**config.mk**
```make
export PLATFORM = sky130hd
export DESIGN_NAME = if_fetch
export DESIGN_NICKNAME = d
export VERILOG_FILES = /design/src/rtl/if_fetch.sv
export SDC_FILE = /design/constraint.sdc
export NUM_CORES = 1
export LEC_CHECK = 0
export BUFFER_PORTS_ARGS = -buffer_cell sky130_fd_sc_hd__buf_2
export CAP_MARGIN = 40
export CORE_MARGIN = 4
export CORE_UTILIZATION = 30
export CTS_CLUSTER_SIZE = 40
export DETAILED_ROUTE_END_ITERATION = 10
export PLACE_DENSITY = 0.65
export SLEW_MARGIN = 10
export SYNTH_ARGS = -nofsm -noshare
export SYNTH_HDL_FRONTEND = slang
export SYNTH_SLANG_ARGS = --single-unit
```
**constraint.sdc**
```tcl
create_clock -name clk -period 2.9 [get_ports clk]
set_clock_uncertainty 0.15 [all_clocks]
set_input_delay 0.29 -clock clk [delete_from_list [all_inputs] [get_ports clk]]
set_output_delay 0.29 -clock clk [all_outputs]
set_load 0.01 [all_outputs]
```
**src/rtl/if_fetch.sv**
```systemverilog
// Instruction-fetch responder: reads two bytes (low first) at pc_addr from
// synchronous byte memory, presents the 16-bit instruction via valid/ready.
module if_fetch #(
  parameter int unsigned ADDR_W    = 16,
  parameter logic [15:0] ERR_INSTR = 16'h0000
) (
  input  logic              clk,
  input  logic              rst,
  input  logic [ADDR_W-1:0] pc_addr,
  input  logic              redirect,
  output logic              pc_en,
  output logic              mem_rd,
  output logic [ADDR_W-1:0] mem_addr,
  input  logic [7:0]        mem_rdata,
  output logic [15:0]       instr,
  output logic              instr_valid,
  input  logic              instr_ready,
  output logic              fetch_err
);

  typedef enum logic [2:0] {IDLE, LO, HI, CAP, VALID} state_e;

  state_e      state_q, state_d;
  logic [15:0] instr_q, instr_d;
  logic        valid_q, valid_d;
  logic        err_q, err_d;
  logic [7:0]  lo_q, lo_d;
  logic        accept;

  assign accept = (state_q == VALID) && valid_q && instr_ready && !redirect;

  always_ff @(posedge clk) begin
    if (!rst) state_q <= IDLE;
    else      state_q <= state_d;
  end

  always_comb begin
    state_d = state_q;
    unique case (state_q)
      IDLE:    state_d = LO;
      LO:      state_d = pc_addr[0] ? VALID : HI;
      HI:      state_d = CAP;
      CAP:     state_d = VALID;
      VALID:   if (accept) state_d = LO;
      default: state_d = IDLE;
    endcase
    // Redirect from any state restarts the fetch at the newly loaded PC.
    if (redirect) state_d = LO;
  end

  always_comb begin
    mem_rd   = 1'b0;
    mem_addr = pc_addr;
    pc_en    = 1'b0;
    unique case (state_q)
      LO:      mem_rd = ~pc_addr[0];
      HI: begin
        mem_rd   = 1'b1;
        mem_addr = pc_addr + ADDR_W'(1);
      end
      VALID:   pc_en = accept;
      default: ;
    endcase
    if (redirect) pc_en = 1'b1;
    if (!rst) begin
      mem_rd = 1'b0;
      pc_en  = 1'b0;
    end
  end

  always_comb begin
    instr_d = instr_q;
    valid_d = valid_q;
    err_d   = err_q;
    lo_d    = lo_q;
    if (state_q == HI) lo_d = mem_rdata;
    if (redirect) begin
      valid_d = 1'b0;
      err_d   = 1'b0;
    end else begin
      unique case (state_q)
        LO: if (pc_addr[0]) begin
          instr_d = ERR_INSTR;
          err_d   = 1'b1;
          valid_d = 1'b1;
        end
        CAP: begin
          instr_d = {mem_rdata, lo_q};
          err_d   = 1'b0;
          valid_d = 1'b1;
        end
        VALID:   if (accept) valid_d = 1'b0;
        default: ;
      endcase
    end
  end

  always_ff @(posedge clk) begin
    if (!rst) begin
      instr_q <= '0;
      valid_q <= 1'b0;
      err_q   <= 1'b0;
      lo_q    <= '0;
    end else begin
      instr_q <= instr_d;
      valid_q <= valid_d;
      err_q   <= err_d;
      lo_q    <= lo_d;
    end
  end

  assign instr       = instr_q;
  assign instr_valid = valid_q;
  assign fetch_err   = err_q;

endmodule

```
=== Yosys cells after proc, flatten, opt, wreduce, memory -nomap -nowiden ===
Cells that the tools add are included.

* Logic and storage cells: 44
* Flip-flop bits (word level): 29
* Bits of input ports: 28
* Output and inout bits: 36

* Bitwise gates (word level): 3
* Add/sub/neg operators: 1
* Equality and inequality tests: 7
* Multiplexer cells: 16
* Reduce and logical (&&, ||, !) cells: 11

{| class="wikitable"
|+ Operators with widths
! operator !! number
|-
| 16-bit 2-to-1 mux || 2
|-
| 16-bit case mux with 2 select lines || 1
|-
| 16-bit by 1-bit adder with 16-bit output, second input constant || 1
|-
| 3-bit case mux with 5 select lines || 1
|-
| 1-bit 2-to-1 mux || 7
|-
| 3-bit by 2-bit equality test with 1-bit output, second input constant || 2
|-
| 3-bit 2-to-1 mux || 2
|-
| 3-bit AND reduction || 2
|-
| 2-bit inequality test, second input constant || 2
|-
| 1-bit case mux with 2 select lines || 2
|-
| 3-bit by 1-bit equality test with 1-bit output, second input constant || 1
|-
| 3-bit equality test, second input constant || 1
|-
| 1-bit logical AND || 3
|-
| 3-bit zero test || 1
|-
| 3-bit inequality test, second input constant || 1
|-
| 1-bit inverter || 3
|-
| 1-bit case mux with 3 select lines || 1
|-
| 3-bit nonzero test || 1
|-
| 2-bit AND reduction || 1
|-
| 2-bit nonzero test || 1
|-
| 2-bit OR reduction || 1
|-
| 1-bit zero test || 1
|}

=== Logic depth before layout (Yosys ltp) ===
Gate-level depths: netlist (run 1).

* Depth after elaboration: 7
* Depth in mapped cells: 6
* Gate-level depth less buffers: 4

=== Least setup slack after synthesis (run 1) ===
Ideal clock, no wire load.

* Path type: register to output
* Start point: register state_q[1]
* End point: output mem_addr[7]
* Path buffers: 0
* Stages on the path, launching flop included: 5
* Data arrival time: 1460 ps
* Path slack: 1000 ps
* Required time: 2460 ps
* Path through: dfxtp_1 > or3b_1 > or2_4 > nor3_2 > xor2_1

* Word-level cells in the longest chain between the ends: 2

{| class="wikitable"
|+ RTL lines
! what !! line !! RTL
|-
| start: declaration || 23 || <nowiki>state_e state_q, state_d;</nowiki>
|-
| start signal: assignment || 34 || <nowiki>else state_q <= state_d;</nowiki>
|-
| 3-bit by 2-bit equality test with 1-bit output || 55 || <nowiki>unique case (state_q)</nowiki>
|-
| 16-bit 2-to-1 mux || 55 ||
|-
| end: declaration || 13 || <nowiki>output logic [ADDR_W-1:0] mem_addr,</nowiki>
|}

Every way passes these cells.

=== Worst setup path in the final report (run 1) ===
Ends and elaborated chain as after synthesis.

==> flow_summary.ini, run 1 <==
[timing]
relSlewSlack_pct = 61.5
slew_violations = 0
tns_ns = 0
max_clock_freq_ghz = 0.396
hold_viol_final = 0
rsz0062_at_grt = no
worstMarginPinSlew_ns = 0.577
whs_ns = 0.121
fin_ws_ns = 0.375
fin_crit_ns = 2.52
setup_viol = 0
min_period_over_period_pct = 87.1

[drt]
vias = 1430
final_antenna_net_count = 0
viasPerCell = 4.80
wl_per_cell_um = 12.7
met2_length_mm = 1.75
drcViolationCount = 0
wl_met3_um = 281
drt_iter0_drc = 53
drt-met1-wl_mm = 1.68
top_layer_used = met4
drt_first_pass_iters = 4
wirelength_mm = 3.77

[place]
place_ws_ns = 0.658
port_buffers = 63
gp_congestion = 0.721
hpwlAfterDp_mm = 2.78
dp.cells = 291

[setup_path]
slowest_stage = or3b_1
r2r-start = state_q[0]
crit_fanout = 12
end_kind = primary output
cp.required_ns = 2.46
startpoint = state_q[1]
path_buf_inv = 1
path_class = flop to primary output
path_cells = or3b_1, or2_4, nor3_2, xor2_1, buf_2
crit_arrival_ns = 2.08
slowest_delay_ns = 0.58
worstSetupStartpointType = flop
cp_top_family = simple AND/OR/NAND/NOR gates

[clock_network]
cts_resized = 0
cts_buffers = 5
cts_tree = done
clockRootBuffer = clkbuf_8
h-tree-depth = 2
cts_buffer_depth = 2
post_cts_buffers = 0
hold_buffers = 0
clock_latency_ns = 0.27
clkTransAtPathRegs_ns = 0.06
cts.sinks = 29

[synthesis]
synth.yosys.warnings = 0
yosys.area.top_type_share_pct = 40.0
ys_top_cells_by_area = dfxtp_1, a21boi_0, nand2_1, xnor2_1, nand3_1
synth_nets = 211
syn_area_um2 = 1450
ys_types = 28
syn_avg_cell_area_um2 = 7.97
seq_area_frac_synth_pct = 40.0
syn_inst = 182
synth_top_area_cell = dfxtp_1
ys_seq_elements = 29

[final_layout]
mostFrequentLayoutCell = buf_2
final_core_utilization_pct = 40.4
final_cell_mix = buf_2, nand2_1, dfxtp_1
n_antenna_cell = 0
finalNetCount = 273
area_growth_pct = 30.8
fin_cells = 298
drive_gt1_share_pct = 30.7

[floorplan]
initial_utilization_pct = 30.9
core-area_um2 = 4690
rows = 25
die_w_um = 77.5
ioPinCount = 64
fp.dieH_um = 77.5
dieArea_um2 = 6010

[power_and_ir_drop]
intPower_mw = 0.637
peakVddDrop_uv = 335
power_density_nw_per_um2 = 442
p_clk_share_pct = 39.2
power_frac_seq_pct = 48.7
swShare_pct = 24.1
combPwrFrac_pct = 12.1
p_sw_mw = 0.202
p_leak_nw = 0.804

[grt]
antenna_found_initial = 0
grt_pass1_wl_mm = 6.40
grt_overflow = 0
grt_max_degree = 29
grt_use_total_pct = 13.2
grt_pass1_vias = 1368

[status]
status = finished clean

[worst_hold_path]
min_path_type = primary input to flop
hold_start = mem_rdata[4]

[run]
drv_cap = 0
## power by group through the flow
stage / Clock, mW / Sequential, mW / Combinational, mW
4_1_cts: 0.344 / 0.408 / 0.103
5_1_grt: 0.365 / 0.409 / 0.114
2_1_floorplan: 0 / 0.417 / 0.0523
3_5_place_dp: 0 / 0.417 / 0.103
3_3_place_gp: 0 / 0.417 / 0.102
6_report: 0.329 / 0.408 / 0.102
## stage by stage
step	total power [mW]	area, um2
after detailed placement	0.520	1810
after floorplan	0.469	1450
after global routing	0.888	1900
after global placement	0.519	1810
final	0.839	1900
after CTS	0.855	1900
## area by class of cell
| class | count | area, um2 |
|---|---|---|
| multi-input cells | 140 | 817 |
| clock buffers | 7 | 86.3 |
| inverters | 2 | 7.51 |
| flip-flops and latches | 29 | 581 |
| repair buffers | 66 | 338 |
| well taps | 54 | 67.6 |
| fillers | 503 | 2800 |
## logic make-up (layout without fill, tap and decap cells)
group | count (synthesis) | after routing | synth area share [%]
multiplexers | 1 | 1 | 0.690
AO/OA/AOI/OAI | 28 | 28 | 14.4
buffers and inverters | 13 | 75 | 3.62
adder cells (fa/ha/maj) | 1 | 1 | 0.863
XOR/XNOR | 15 | 15 | 9.06
AND/OR/NAND/NOR | 95 | 95 | 31.3
flip-flops | 29 | 29 | 40.0
## worst register-to-register path, stage by stage (launching register included)
cell      delay [ns]
dfxtp_1         0.45
nand2b_1        0.16
or3_1           0.60
nand2_1         0.16
a21boi_0        0.10
## cell usage after synthesis, drive strengths merged
cell type and instances:
o21a 3, xnor2 12, xor2 3, ha 1, nand4 3, or2 1, inv 2, and2 1
nand2 43, and4 1, nor2 10, or3b 1, mux2i 1, nand3 20, nor3 4, buf 2
clkbuf 9, nor4b 1, a31oi 1, dfxtp 29, and3 6, or3 1, nand2b 1, nor3b 2
a21boi 24
## state kept, by name (all words and copies together), names as in the netlist
| name | flops |
|---|---|
| lo_q | 8 |
| state_q | 3 |
| instr | 16 |
| instr_valid | 1 |
| fetch_err | 1 |
## worst paths after layout
path / to / slack (ns) / cells past startpoint
hold reg to reg: instr[13] / 0.31 / 2
hold / removal: lo_q[4] / 0.12 / 3
setup / recovery: mem_addr[7] / 0.38 / 5
setup reg to reg: instr[10] / 1.17 / 4
## layer usage
layer	global-route usage, %	up-vias
met5	0	-
met4	4.80	0
met3	4.41	6
met2	22.8	51
met1	15.1	639
li1	-	734
No activity file was read; power rests on OpenSTA's default activity.
==> run 2: changes to the inputs <==
- BUFFER_PORTS_ARGS: -buffer_cell sky130_fd_sc_hd__buf_2 -> default
- DONT_BUFFER_PORTS: default -> 1
- PLACE_DENSITY: 0.65 -> 0.54
- SETUP_SLACK_MARGIN: default -> 0.05
==> run 2 against run 1 <==
  * Setup slack got worse by 0.015 ns
  * Die area unchanged
  * Register-to-register slack better by 0.03 ns
  * Final area shrank 13%
  * Global-route usage shrank 0.50 points
  * Wire length down 3.4%
  * Clock power is essentially flat
  * Hold slack got worse by 0.11 ns
  * Sequential power is essentially flat
  * Combinational power shrank 38%
==> flow_summary.ini, run 2 (same netlist as run 1, synthesis figures left out) <==
[setup_path]
cp_top_family = simple AND/OR/NAND/NOR gates
crit_arrival_ns = 2.10
path_cells = or3b_1, or2_4, nor3_2, xor2_1
path_buf_inv = 0
r2r-start = state_q[1]
slowest_stage = or3b_1
slowest_delay_ns = 0.60
r2r_end = instr[10]
r2r_setup_slack_ns = 1.20
cp.required_ns = 2.46
path_class = flop to primary output
startpoint = state_q[1]
crit_fanout = 12
reg2reg_depth = 4
worstSetupStartpointType = flop
end_kind = primary output

[timing]
setup_viol = 0
slew_violations = 0
worstMarginPinSlew_ns = 0.569
min_period_over_period_pct = 87.6
relSlewSlack_pct = 62.1
tns_ns = 0
hold_viol_final = 0
fin_crit_ns = 2.54
fin_ws_ns = 0.361
max_clock_freq_ghz = 0.394
rsz0062_at_grt = no

[final_layout]
n_fill_cell = 500
final_cell_mix = nand2_1, dfxtp_1, a21boi_0
mostFrequentLayoutCell = nand2_1
drive_gt1_share_pct = 6.42
largest_reg_flops = 16
area_growth_pct = 13.2
n_antenna_cell = 0
finalNetCount = 216

[clock_network]
cts.sinks = 29
cts_buffer_depth = 2
clock_latency_ns = 0.27
cts_buffers = 5
post_cts_buffers = 0
clockRootBuffer = clkbuf_8
clkTransAtPathRegs_ns = 0.06
h-tree-depth = 2
cts_tree = done

[floorplan]
core-area_um2 = 4690
rows = 25
dieArea_um2 = 6010
fp.dieH_um = 77.5
ioPinCount = 64
die_w_um = 77.5
initial_utilization_pct = 30.9

[grt]
grt_max_degree = 29
grt_pass1_vias = 1244
antenna_found_initial = 0
grt_pass1_wl_mm = 6.13
grt_overflow = 0
grt_use_total_pct = 12.7

[worst_hold_path]
hold_start = mem_rdata[6]
whs_endpoint = lo_q[6]
min_path_type = primary input to flop
holdPathStages = 2

[drt]
wirelength_mm = 3.64
drt_first_pass_iters = 4
wl_per_cell_um = 15.1
drt_iter0_drc = 72
viasPerCell = 5.18
final_antenna_net_count = 0
vias = 1249
drcViolationCount = 0

[place]
port_buffers = 0
gp_congestion = 0.711
hpwlAfterDp_mm = 2.55
place_ws_ns = 0.635

[power_and_ir_drop]
p_leak_nw = 0.550
peakVddDrop_uv = 282
power_density_nw_per_um2 = 487

[status]
status = finished clean

[run]
drv_cap = 0
## run 2: changes by cell type in the layout (fill, tap and decap cells not counted)
| cell | change |
|---|---|
| buf_2 | -63 |
| dlygate4sd3_1 | +6 |
## run 2: how the worst max path moves through the flow
stage                        to  cells past startpoint
floorplan           mem_addr[7]                      4
global placement    mem_addr[7]                      4
detailed placement  mem_addr[7]                      4
CTS                 mem_addr[7]                      4
global route        mem_addr[7]                      4
finish              mem_addr[7]                      4
## run 2: per-stage QoR
stage               instances  utilization [%]  hold WS (ns)  power (mW)  cell area, um2
floorplan                 182                -         0.264       0.469            1450
global placement          228             31.9         0.263       0.475            1500
detailed placement        228             31.9         0.268       0.475            1500
CTS                       241             35.0      0.000231       0.814            1640
global route              241             35.0       0.00160       0.833            1640
finish                    241             35.0       0.00675       0.799            1640
## run 2: layout make-up
type                    instances  area (um2)  share of cell area, %
well taps                      54        67.6                   4.12
inverters                       2        7.51                  0.457
multi-input cells             140         817                   49.8
flip-flops and latches         29         581                   35.4
clock buffers                   7        86.3                   5.26
repair buffers                  9        82.6                   5.03
## run 2: timing repair
item / in CTS / in global routing
hold endpoints to repair: 5 / 0
resized for setup: 0 / 0
hold buffers: 6 / 0
## run 2: routing by layer
metal | wire [um] | share of wire, % | vias to the layer above | track usage (%)
met5 | 0 | 0 | - | 0
met4 | 30 | 0.82 | 0 | 5.34
met3 | 353 | 9.7 | 4 | 4.52
met2 | 1700 | 47 | 61 | 20.7
met1 | 1560 | 43 | 563 | 15.1
li1 | - | - | 621 | -
## run 2: report_power, final
part / total, mW / internal [mW] / switching [mW] / leakage, nW
logic: 0.0630 / 0.0291 / 0.0340 / 0.271
registers: 0.409 / 0.404 / 0.00562 / 0.234
clock network: 0.327 / 0.188 / 0.139 / 0.0443
## run 2: worst register-to-register path, cell delays in order (launching register included)
cell and delay, ns:
dfxtp_1 0.43, nor2_1 0.14, or3_1 0.62, nand2_1 0.16
a21boi_0 0.09
==> run 3: changes to the inputs <==
- CORE_UTILIZATION: 30 -> 52
- PLACE_DENSITY: 0.54 -> 0.77
- clock period: 2.9 -> 2.7 ns (I/O delays scaled with it)
==> run 3 against run 2 <==
  * First-iteration DRC count grew 28%
  * Die area shrank 38%
  * Register-to-register slack lost 0.23 ns
  * Final cell count shrank 7.5%
  * Combinational power grew 27%
  * Setup slack lost 0.10 ns
  * Count of clock-buffer cells in the layout is the same
  * Core utilization grew 30 points
  * Critical endpoint unchanged
  * Clock power grew 13%
  * Sequential share of layout area shrank 0.45 points
  * Flip-flop and latch count is the same
  * Wire length shrank 7.7%
==> flow_summary.ini, run 3 (same netlist as run 1, synthesis figures left out) <==
[grt]
grt_use_total_pct = 20.2
antenna_found_initial = 0
grt_overflow = 0
grt_pass1_wl_mm = 5.50
grt_pass1_vias = 1256
grt_max_degree = 27

[timing]
fin_ws_ns = 0.260
fin_crit_ns = 2.44
rsz0062_at_grt = no
setup_viol = 0
hold_viol_final = 0
min_period_over_period_pct = 90.4
worstMarginPinSlew_ns = 0.744
relSlewSlack_pct = 50.2
tns_ns = 0
slew_violations = 0
max_clock_freq_ghz = 0.410

[drt]
vias = 1286
wl_per_cell_um = 15.1
drcViolationCount = 0
wirelength_mm = 3.36
final_antenna_net_count = 0
drt_first_pass_iters = 4
viasPerCell = 5.77
drt_iter0_drc = 92

[setup_path]
worstSetupStartpointType = flop
end_kind = primary output
crit_fanout = 12
cp.required_ns = 2.28
r2r-start = state_q[1]
r2r_end = instr[2]
reg2reg_depth = 4
crit_arrival_ns = 2.02
r2r_setup_slack_ns = 0.97
path_class = flop to primary output

[status]
status = finished clean

[place]
hpwlAfterDp_mm = 2.43
port_buffers = 0
postPlaceCellArea_um2 = 1470
place_ws_ns = 0.482
gp_congestion = 0.767
dp.cells = 204

[floorplan]
ioPinCount = 64
initial_utilization_pct = 56.5
rows = 18
fp.dieH_um = 60.8
dieArea_um2 = 3700
core-area_um2 = 2570
die_w_um = 60.8

[final_layout]
multiInputGateArea_um2 = 820
n_antenna_cell = 0
stdcell_area_um2 = 1660
area_growth_pct = 14.7
seqCellArea_um2 = 581
n_fill_cell = 226
final_cell_mix = nand2_1, dfxtp_1, a21boi_0
drive_gt1_share_pct = 7.25
fin_cells = 223
finalNetCount = 221
largest_reg_flops = 16
mostFrequentLayoutCell = nand2_1

[worst_hold_path]
min_path_type = primary input to flop
whs_endpoint = state_q[2]
hold_start = instr_ready
holdPathStages = 3

[clock_network]
clock_latency_ns = 0.32
clockRootBuffer = clkbuf_4
cts.sinks = 29
h-tree-depth = 2
cts_buffer_depth = 2
cts_tree = done
clkTransAtPathRegs_ns = 0.09
cts_buffers = 5

[power_and_ir_drop]
p_leak_nw = 0.574
peakVddDrop_uv = 538
power_density_nw_per_um2 = 534

[run]
drv_cap = 0
## run 3: area by class of cell
cell class | count | area share [%]
multi-input combinational | 140 | 49.3
tap | 30 | 2.26
clock inverter | 1 | 1.81
timing repair buffer | 14 | 7.98
sequential | 29 | 34.9
inverter | 2 | 0.451
clock buffer | 7 | 3.31
## run 3: through the flow
step	total power [mW]	hold WS, ns	utilization [%]
6_report	0.887	0.0954	64.8
5_1_grt	0.928	0.101	64.8
4_1_cts	0.892	0.0823	64.7
3_5_place_dp	0.509	0.249	57.1
3_3_place_gp	0.507	0.241	57.1
2_1_floorplan	0.504	0.244	-
## run 3: repair_timing
item	4_1_cts	5_1_grt
hold buffers	11	0
endpoints found under the hold margin	29	0
setup buffers	0	0
setup endpoints to repair	0	5
resized for setup	0	1
## run 3: worst max-delay path by stage
stage / from / to / slack [ns] / cells past startpoint
after floorplan: state_q[1] / mem_addr[7] / 0.82 / 4
after global placement: state_q[1] / mem_addr[7] / 0.56 / 4
after detailed placement: state_q[1] / mem_addr[7] / 0.48 / 4
after CTS: state_q[1] / mem_addr[7] / 0.11 / 4
after global routing: state_q[1] / mem_addr[7] / 0.11 / 4
final: state_q[1] / mem_addr[7] / 0.26 / 4
## run 3: where the power goes
group	internal (mW)	total, mW	switching, mW
sequential	0.433	0.439	0.00642
combinational	0.0367	0.0798	0.0431
clock	0.221	0.368	0.147
total	0.690	0.887	0.197
## run 3: worst max-delay path: stages, from the launching register on
cell and delay [ns]:
dfxtp_1 0.46, or3b_4 0.50, or2_4 0.30, nor3_2 0.17
xor2_1 0.27
## run 3: routing by layer
layer	up-vias	wire length, um	part of all wire, %	GRT usage [%]
li1	632	-	-	-
met1	602	1300	39	22.0
met2	47	1750	52	36.0
met3	5	267	7.9	5.96
met4	0	45	1.3	9.29
met5	-	0	0	0
